`config.mk`:
```
export PLATFORM = sky130hd
export DESIGN_NAME = word_serializer_16bit
export DESIGN_NICKNAME = d
export VERILOG_FILES = /design/src/rtl/word_serializer_16bit.sv
export SDC_FILE = /design/constraint.sdc
export NUM_CORES = 1
export LEC_CHECK = 0
export BUFFER_PORTS_ARGS = -buffer_cell sky130_fd_sc_hd__buf_2
export CAP_MARGIN = 20
export CORE_MARGIN = 2
export CORE_UTILIZATION = 48
export DETAILED_ROUTE_END_ITERATION = 7
export GPL_TIMING_DRIVEN = 0
export MAX_ROUTING_LAYER = met4
export PLACE_DENSITY = 0.68
export SYNTH_ARGS = -nofsm -noshare
export SYNTH_HDL_FRONTEND = slang
export SYNTH_SLANG_ARGS = --single-unit
```
`constraint.sdc`:
```
create_clock -name clk -period 5.3 [get_ports clk]
set_clock_uncertainty 0.2 [all_clocks]
set_input_delay 0.53 -clock clk [delete_from_list [all_inputs] [get_ports clk]]
set_output_delay 0.53 -clock clk [all_outputs]
set_load 0.1 [all_outputs]
```
`src/rtl/word_serializer_16bit.sv`:
```
// Framed LSB-first serializer for a 16-bit word: start, 16 data bits, optional parity, stop.
// A valid/ready handshake loads the word, and every output is driven straight from a flop.
module word_serializer_16bit #(
    parameter int CLKS_PER_BIT = 4,
    parameter bit PARITY_EN    = 1'b1,
    parameter bit PARITY_ODD   = 1'b0
) (
    input  logic        clk,
    input  logic        reset,
    input  logic        load_valid,
    output logic        load_ready,
    input  logic [15:0] d,
    output logic        tx,
    output logic        bit_strobe,
    output logic        busy,
    output logic        done
);

    typedef enum logic [2:0] {IDLE, START, DATA, PARITY, STOP} state_t;

    localparam logic [7:0] LAST_CYC = 8'(CLKS_PER_BIT - 1);

    state_t      state_q, state_d;
    logic [7:0]  cyc_q, cyc_d;
    logic [3:0]  bit_q, bit_d;
    logic [15:0] shift_q, shift_d;
    logic        par_q, par_d;
    logic        tx_q, tx_d;
    logic        strobe_q, strobe_d;
    logic        busy_q, busy_d;
    logic        ready_q, ready_d;
    logic        done_q, done_d;
    logic        last_cyc;

    assign last_cyc = (cyc_q == LAST_CYC);

    // NOTE: every variable gets a default at the top of the block, so no path can leave a latch.
    always_comb begin
        state_d = state_q;
        cyc_d   = cyc_q;
        bit_d   = bit_q;
        shift_d = shift_q;
        par_d   = par_q;

        unique case (state_q)
            IDLE: begin
                if (load_valid) begin
                    shift_d = d;
                    par_d   = (^d) ^ PARITY_ODD;
                    cyc_d   = '0;
                    bit_d   = '0;
                    state_d = START;
                end
            end
            START: begin
                if (last_cyc) state_d = DATA;
            end
            DATA: begin
                if (last_cyc) begin
                    shift_d = shift_q >> 1;
                    bit_d   = bit_q + 4'd1;
                    if (bit_q == 4'd15) state_d = PARITY_EN ? PARITY : STOP;
                end
            end
            PARITY: begin
                if (last_cyc) state_d = STOP;
            end
            STOP: begin
                if (last_cyc) state_d = IDLE;
            end
            default: state_d = IDLE;
        endcase

        if (state_q != IDLE) cyc_d = last_cyc ? 8'd0 : cyc_q + 8'd1;
    end

    // Output flops load the values that belong to the next state, so each output lines up with that state.
    always_comb begin
        tx_d = 1'b1;
        unique case (state_d)
            START:   tx_d = 1'b0;
            DATA:    tx_d = shift_d[0];
            PARITY:  tx_d = par_d;
            default: tx_d = 1'b1;
        endcase
        strobe_d = (state_d != IDLE) && (cyc_d == 8'd0);
        busy_d   = (state_d != IDLE);
        ready_d  = (state_d == IDLE);
        done_d   = (state_q == STOP) && (state_d == IDLE);
    end

    // NOTE: state flops use non-blocking assignments only. The small shift register is plain flops, not a RAM, so it is reset as well.
    always_ff @(posedge clk or posedge reset) begin
        if (reset) begin
            state_q  <= IDLE;
            cyc_q    <= '0;
            bit_q    <= '0;
            shift_q  <= '0;
            par_q    <= 1'b0;
            tx_q     <= 1'b1;
            strobe_q <= 1'b0;
            busy_q   <= 1'b0;
            ready_q  <= 1'b1;
            done_q   <= 1'b0;
        end else begin
            state_q  <= state_d;
            cyc_q    <= cyc_d;
            bit_q    <= bit_d;
            shift_q  <= shift_d;
            par_q    <= par_d;
            tx_q     <= tx_d;
            strobe_q <= strobe_d;
            busy_q   <= busy_d;
            ready_q  <= ready_d;
            done_q   <= done_d;
        end
    end

    assign tx         = tx_q;
    assign bit_strobe = strobe_q;
    assign busy       = busy_q;
    assign load_ready = ready_q;
    assign done       = done_q;

endmodule

```
==> out/metrics.yaml, run 1 <==
htree_levels: 2
syn_nets: 221
power_mw: 1.224
dpl.hpwl_um: 2768
synth.distinct_cells: 43
path_buf_inv: 1
synth_compound_area_share_pct: 16.60
cap_viol_max_count: 0
antenna_found_initial: 0
design.core.area_sq_um: 3943
clk_pin_slew_ns: 0.08
grt_pass1_vias: 1468
fin_crit_sh_pct: 42.46
fp.dieW_um: 67.65
dr.pass1.iters: 4
gp_congestion: 0.8369
syn2layout_area_growth_pct: 14.35
layout_setup_ws_ns: 3.050
grt_max_degree: 38
hp-class: "input port to asynchronous set/reset pin"
wl_per_cell_um: 13.65
dr_wl_met3_um: 164
slowest_stage: "dfrtp_1"
cts_resized: 0
met2WireLength_um: 1873
timing.fmax_ghz: 0.4444
synth_top_area_share_pct: 45.05
power_density_nw_per_um2: 550.5
syn_inst: 200
overflow: 0
yosys.area_share.simple_pct: 20.21
clock_path_buffers: 2
syn_area_sq_um: 1944
fin_nets: 251
die_h_um: 67.65
drc: 0
yosys_warnings: 0
synth.avg_cell_area_sq_um: 9.722
n_fill_cell: 367
path_cells: "ha_1 > nor4b_4 > and3_1 > buf_4 > nand4_1 > nand2_1 > mux2i_1"
start_util_pct: 49.32
io_buffers: 23
timing.final.crit_period_ns: 2.250
outcome: "finished, final reports clean"
peakVddDrop_mv: 0.1922
synth_fa_ha_area_share_pct: 1.287
worst_ep_required_time_ns: 5.31
critPathLaunchType: "register"
cts_root_buf: "clkbuf_8"
layout_commonest_cell: "nand2_1"
synth-seq-cells: 37
postCtsSetupBuffers: 0
synth_xor_area_share_pct: 8.108
synth_edf_count: 0
cts_num_sinks: 37
grtUsageTotal_pct: 19.31
synth_seq_area_share_pct: 47.75
tns_ns: 0
tritoncts: "yes"
ys_async_sr_fraction_pct: 100.0
drtIter0Drc: 127
diodes: 0
path_max_fanout: 10
clk_latency_ns: 0.28
final_cell_mix: "nand2_1 (40), dfrtp_1 (35), buf_2 (25)"
final-hold-violation-count: 0
grt_pass1_wl_um: 6513
ios: 24
slowest_delay_ns: 0.42
vias: 1516
drive_above_1_share_pct: 22.08
wl_um: 3835
ant_nets: 0
top_layer: "met4"
cts_buffers: 5
wl_met1_um: 1752
fin_worst_hold_slack_ns: 0.1804
pre_cts_slack_ns: 3.074
tightest_slew_ns: 0.7604
arrival_ns: 2.26
synth_top_family_by_area: "simple AND/OR/NAND/NOR gates"
cp_top_family: "simple AND/OR/NAND/NOR gates"
critPathKind: "register to register"
slew_headroom_pct: 49.23
drv_slew: 0
end_kind: "register"
p_leak_nw: 1.024
synthTopCellsByArea: "dfrtp_1 (45%), nand2_1 (7.7%), xnor2_1 (6.3%)"
rsz0062_at_grt: "false"
viasPerCell: 5.395
final-setup-viol-count: 0
synth_mux_area_share_pct: 1.609
ys.flop_type: "dfrtp_1"
std_cell_rows: 23
postCtsHoldBufs: 0
yosys.area.top_type: "dfrtp_1"
die_area_sq_um: 4576
-- registers in the layout, summed over array words and instances (netlist names) --
name and cells:
bit_q 4, cyc_q 8, state_q 3, tx 1, par_q 1, shift_q 16, busy 1, done 1
load_ready 1, bit_strobe 1
-- final timing paths --
check                                       start                       to  slack [ns]  cells past startpoint
setup / recovery               cyc_q[0]$_DFF_PP0_             tx$_DFF_PP1_        3.05                      7
hold / removal                              reset  shift_q[13]$_DFFE_PP0P_        0.18                      2
setup reg to reg               cyc_q[0]$_DFF_PP0_             tx$_DFF_PP1_        3.05                      7
hold reg to reg            shift_q[9]$_DFFE_PP0P_   shift_q[9]$_DFFE_PP0P_        0.28                      2
max in group asynchronous                   reset     shift_q[0]$_DFF_PP0_        4.23                      2
min in group clk           shift_q[9]$_DFFE_PP0P_   shift_q[9]$_DFFE_PP0P_        0.28                      2
-- area by class of cell --
class	count	area [sq um]	area share (%)
plain buffers	11	71.32	3.208
repair buffers	23	115.1	5.177
multi-input cells	148	929.6	41.81
inverters	4	15.01	0.6753
clock buffers	7	96.34	4.333
clock inverters	1	5.005	0.2251
flip-flops and latches	37	928.4	41.76
well taps	50	62.56	2.814
-- stage by stage --
| step | area, sq um | instances | util (%) |
|---|---|---|---|
| CTS | 2223 | 281 | 56.39 |
| global placement | 2122 | 273 | 53.82 |
| detailed placement | 2122 | 273 | 53.82 |
| floorplan | 1944 | 200 | - |
| global route | 2223 | 281 | 56.39 |
| finish | 2223 | 281 | 56.39 |
-- layer usage --
layer	vias to the layer above	track usage, %
met1	713	23.76
met4	0	5.612
met2	34	31.86
met3	7	4.167
li1	762	-
met5	-	-
-- synthesized netlist by cell type, drive strengths merged (2+ instances only) --
master	number
nor4b	2
xor2	4
nand2b	3
o21ai	13
ha	2
o41ai	2
nor2b	4
nor3	3
clkbuf	4
dfstp	2
nand3	4
dfrtp	35
a31oi	3
nand4	4
nor2	11
o31ai	2
xnor2	14
and3	2
and2	2
a31o	2
a21oi	5
mux2i	2
inv	4
buf	7
nand2	40
a22oi	14
-- logic make-up (layout without fill, tap and decap cells) --
kind of cell / after synthesis / count (layout)
and+or+nand+nor: 78 / 78
AOI/OAI and AO/OA: 47 / 47
DFF: 37 / 37
xor gates and xnor gates: 18 / 18
buffers and inverters: 15 / 46
muxes: 3 / 3
adders and majority gates: 2 / 2
-- where the power goes --
part | internal, mW | switching [mW] | total, mW
Clock | 0.118 | 0.0953 | 0.213
Combinational | 0.191 | 0.363 | 0.555
Sequential | 0.395 | 0.0619 | 0.457
Total | 0.703 | 0.521 | 1.22
-- worst register-to-register path, delay by kind of cell, from the launching register on --
kind          cells  cell delay [ns]
buf+inv           1             0.18
simple gates      4             0.92
mux               1             0.19
flops             1             0.42
fa+ha+maj         1             0.27
No activity file was read; power rests on OpenSTA's default activity.
==> inputs of run 2 (changes only) <==
==> constraint.sdc (replaced) <==
create_clock -name clk -period 2.1 [get_ports clk]
set_clock_uncertainty 0.2 [all_clocks]
set_input_delay 0.21 -clock clk [delete_from_list [all_inputs] [get_ports clk]]
set_output_delay 0.21 -clock clk [all_outputs]
set_load 0.1 [all_outputs]
==> run 2 against run 1 <==
- hold slack worse by 0.18 ns
- highest routed layer unchanged
- clock power grew to 2.6 times the previous value
- flip-flop and latch count stayed put
- first-iteration DRC count is 33% higher
- sequential share of layout area is 5.3 points lower
- register-to-register slack worse by 3.0 ns
- core utilization is 8.2 points higher
- die area stayed put
- largest power group unchanged
- sequential power grew to 2.5 times the previous value
- fmax is 11% higher
==> out/metrics.yaml, run 2 (synthesized netlist as in run 1, its figures left out) <==
outcome: "finished, final reports clean"
p_leak_nw: 1.164
power_density_nw_per_um2: 1303
wl_um: 4388
arrival_ns: 2.02
path_buf_inv: 1
drive_above_1_share_pct: 27.34
fin_nets: 276
critPathKind: "register to register"
placed_cell_area_sq_um: 2122
die_h_um: 67.65
n_fill_cell: 333
multi_input_area_sq_um: 1015
drv_slew: 0
critPathLaunchType: "register"
largestRegisters: "shift_q: 16 flops, cyc_q: 8 flops, bit_q: 4 flops"
cap_viol_max_count: 0
io_buffers: 23
drc: 0
cts_buffers: 5
top_register: "shift_q"
dp_cells: 273
grt_max_degree: 38
design.core.area_sq_um: 3943
final_cells: 306
clock_path_buffers: 2
cts_num_sinks: 37
slowest_stage: "dfrtp_1"
path_cells: "ha_4 > nor4b_4 > a21o_1 > buf_6 > o311ai_4 > o41ai_2 > nor4_2"
wl_per_cell_um: 14.34
gp_congestion: 0.8369
syn2layout_area_growth_pct: 31.02
timing.final.crit_period_ns: 2.022
drtIter0Drc: 169
diodes: 0
largest_reg_flops: 16
viasPerCell: 5.395
htree_levels: 2
die_area_sq_um: 4576
fp.dieW_um: 67.65
dr.pass1.iters: 5
final-setup-viol-count: 0
layout_commonest_cell: "nand2_1"
ant_nets: 0
slew_headroom_pct: 49.45
std_cell_rows: 23
tns_ns: 0
clk_pin_slew_ns: 0.08
rsz0062_at_grt: "true"
slowest_delay_ns: 0.41
worst_ep_required_time_ns: 2.10
fin_worst_hold_slack_ns: 0.003300
final-hold-violation-count: 0
final-seq-area_sq_um: 928.4
ios: 24
overflow: 0
vias: 1651
grt_pass1_vias: 1499
start_util_pct: 49.32
final_cell_mix: "nand2_1 (40), dfrtp_1 (35), buf_2 (25)"
grtUsageTotal_pct: 20.52
tritoncts: "yes"
end_kind: "register"
grt_pass1_wl_um: 6844
fin_crit_sh_pct: 96.27
final_util_pct: 64.61
cts_root_buf: "clkbuf_8"
path_max_fanout: 10
dpl.hpwl_um: 2768
final_area_sq_um: 2547
cp_top_family: "compound AO/OA/AOI/OAI gates"
clk_latency_ns: 0.28
timing.fmax_ghz: 0.4946
tightest_slew_ns: 0.7572
hp-class: "input port to register"
antenna_found_initial: 0
peakVddDrop_mv: 0.4993
[run 2: cell types whose count changed in the layout (fill, tap and decap cells not counted), moves of 2 or more]
cell / change
clkbuf_1: -2
clkbuf_2: +2
dlygate4sd3_1: +15
buf_4: +8
[run 2: area by class of cell]
type                       instances  area share [%]
sequential                        37           36.44
buffer                            11           3.340
timing repair buffer              48           13.36
clock buffer                       7           3.782
inverter                           4          0.5894
tap                               50           2.456
multi-input combinational        148           39.83
clock inverter                     1          0.1965
[run 2: worst reg2reg max path, stage by stage (launching register included)]
cell	delay, ns
dfrtp_1	0.41
ha_4	0.18
nor4b_4	0.15
a21o_1	0.17
buf_6	0.14
o311ai_4	0.30
o41ai_2	0.14
nor4_2	0.25
[run 2: timing repair]
| action | in CTS | in global routing |
|---|---|---|
| hold buffers | 15 | 0 |
| gates resized for setup | 4 | 15 |
| pin swaps | 0 | 5 |
| endpoints found under the setup margin | 15 | 16 |
| setup buffers | 2 | 8 |
| endpoints found under the hold margin | 49 | 0 |
[run 2: power breakdown]
part | internal, mW | total (mW) | switching (mW) | leakage [nW]
sequential | 0.996 | 1.16 | 0.163 | 0.470
combinational | 0.602 | 1.62 | 1.01 | 0.640
clock | 0.297 | 0.545 | 0.249 | 0.0542
total | 1.90 | 3.32 | 1.43 | 1.16
[run 2: stage by stage]
step           setup WS, ns  total power [mW]
5_1_grt            -0.05305             3.551
4_1_cts             0.01181             3.183
3_3_place_gp        -0.1081             2.543
6_report            0.07832             3.320
2_1_floorplan       0.08566             2.286
3_5_place_dp        -0.1258             2.575
[run 2: path summary, 6_finish.rpt]
| kind | endpoint | slack, ns | cells past startpoint | from |
|---|---|---|---|---|
| max | bit_strobe$_DFF_PP0_ | 0.08 | 7 | cyc_q[1]$_DFF_PP0_ |
| min | shift_q[14]$_DFFE_PP0P_ | 0.003 | 3 | d[14] |
| max reg2reg | bit_strobe$_DFF_PP0_ | 0.08 | 7 | cyc_q[1]$_DFF_PP0_ |
| min reg2reg | shift_q[11]$_DFFE_PP0P_ | 0.29 | 2 | shift_q[11]$_DFFE_PP0P_ |
| max in group asynchronous | state_q[2]$_DFF_PP0_ | 0.79 | 3 | reset |
| min in group asynchronous | shift_q[13]$_DFFE_PP0P_ | 0.42 | 3 | reset |
[run 2: per-layer routing]
| layer | vias to the layer above | track usage (%) | share of wire [%] |
|---|---|---|---|
| li1 | 811 | - | - |
| met1 | 795 | 25.82 | 44 |
| met2 | 39 | 33.58 | 52 |
| met3 | 6 | 4.167 | 3.4 |
| met4 | 0 | 5.612 | 0.91 |
| met5 | - | - | 0 |
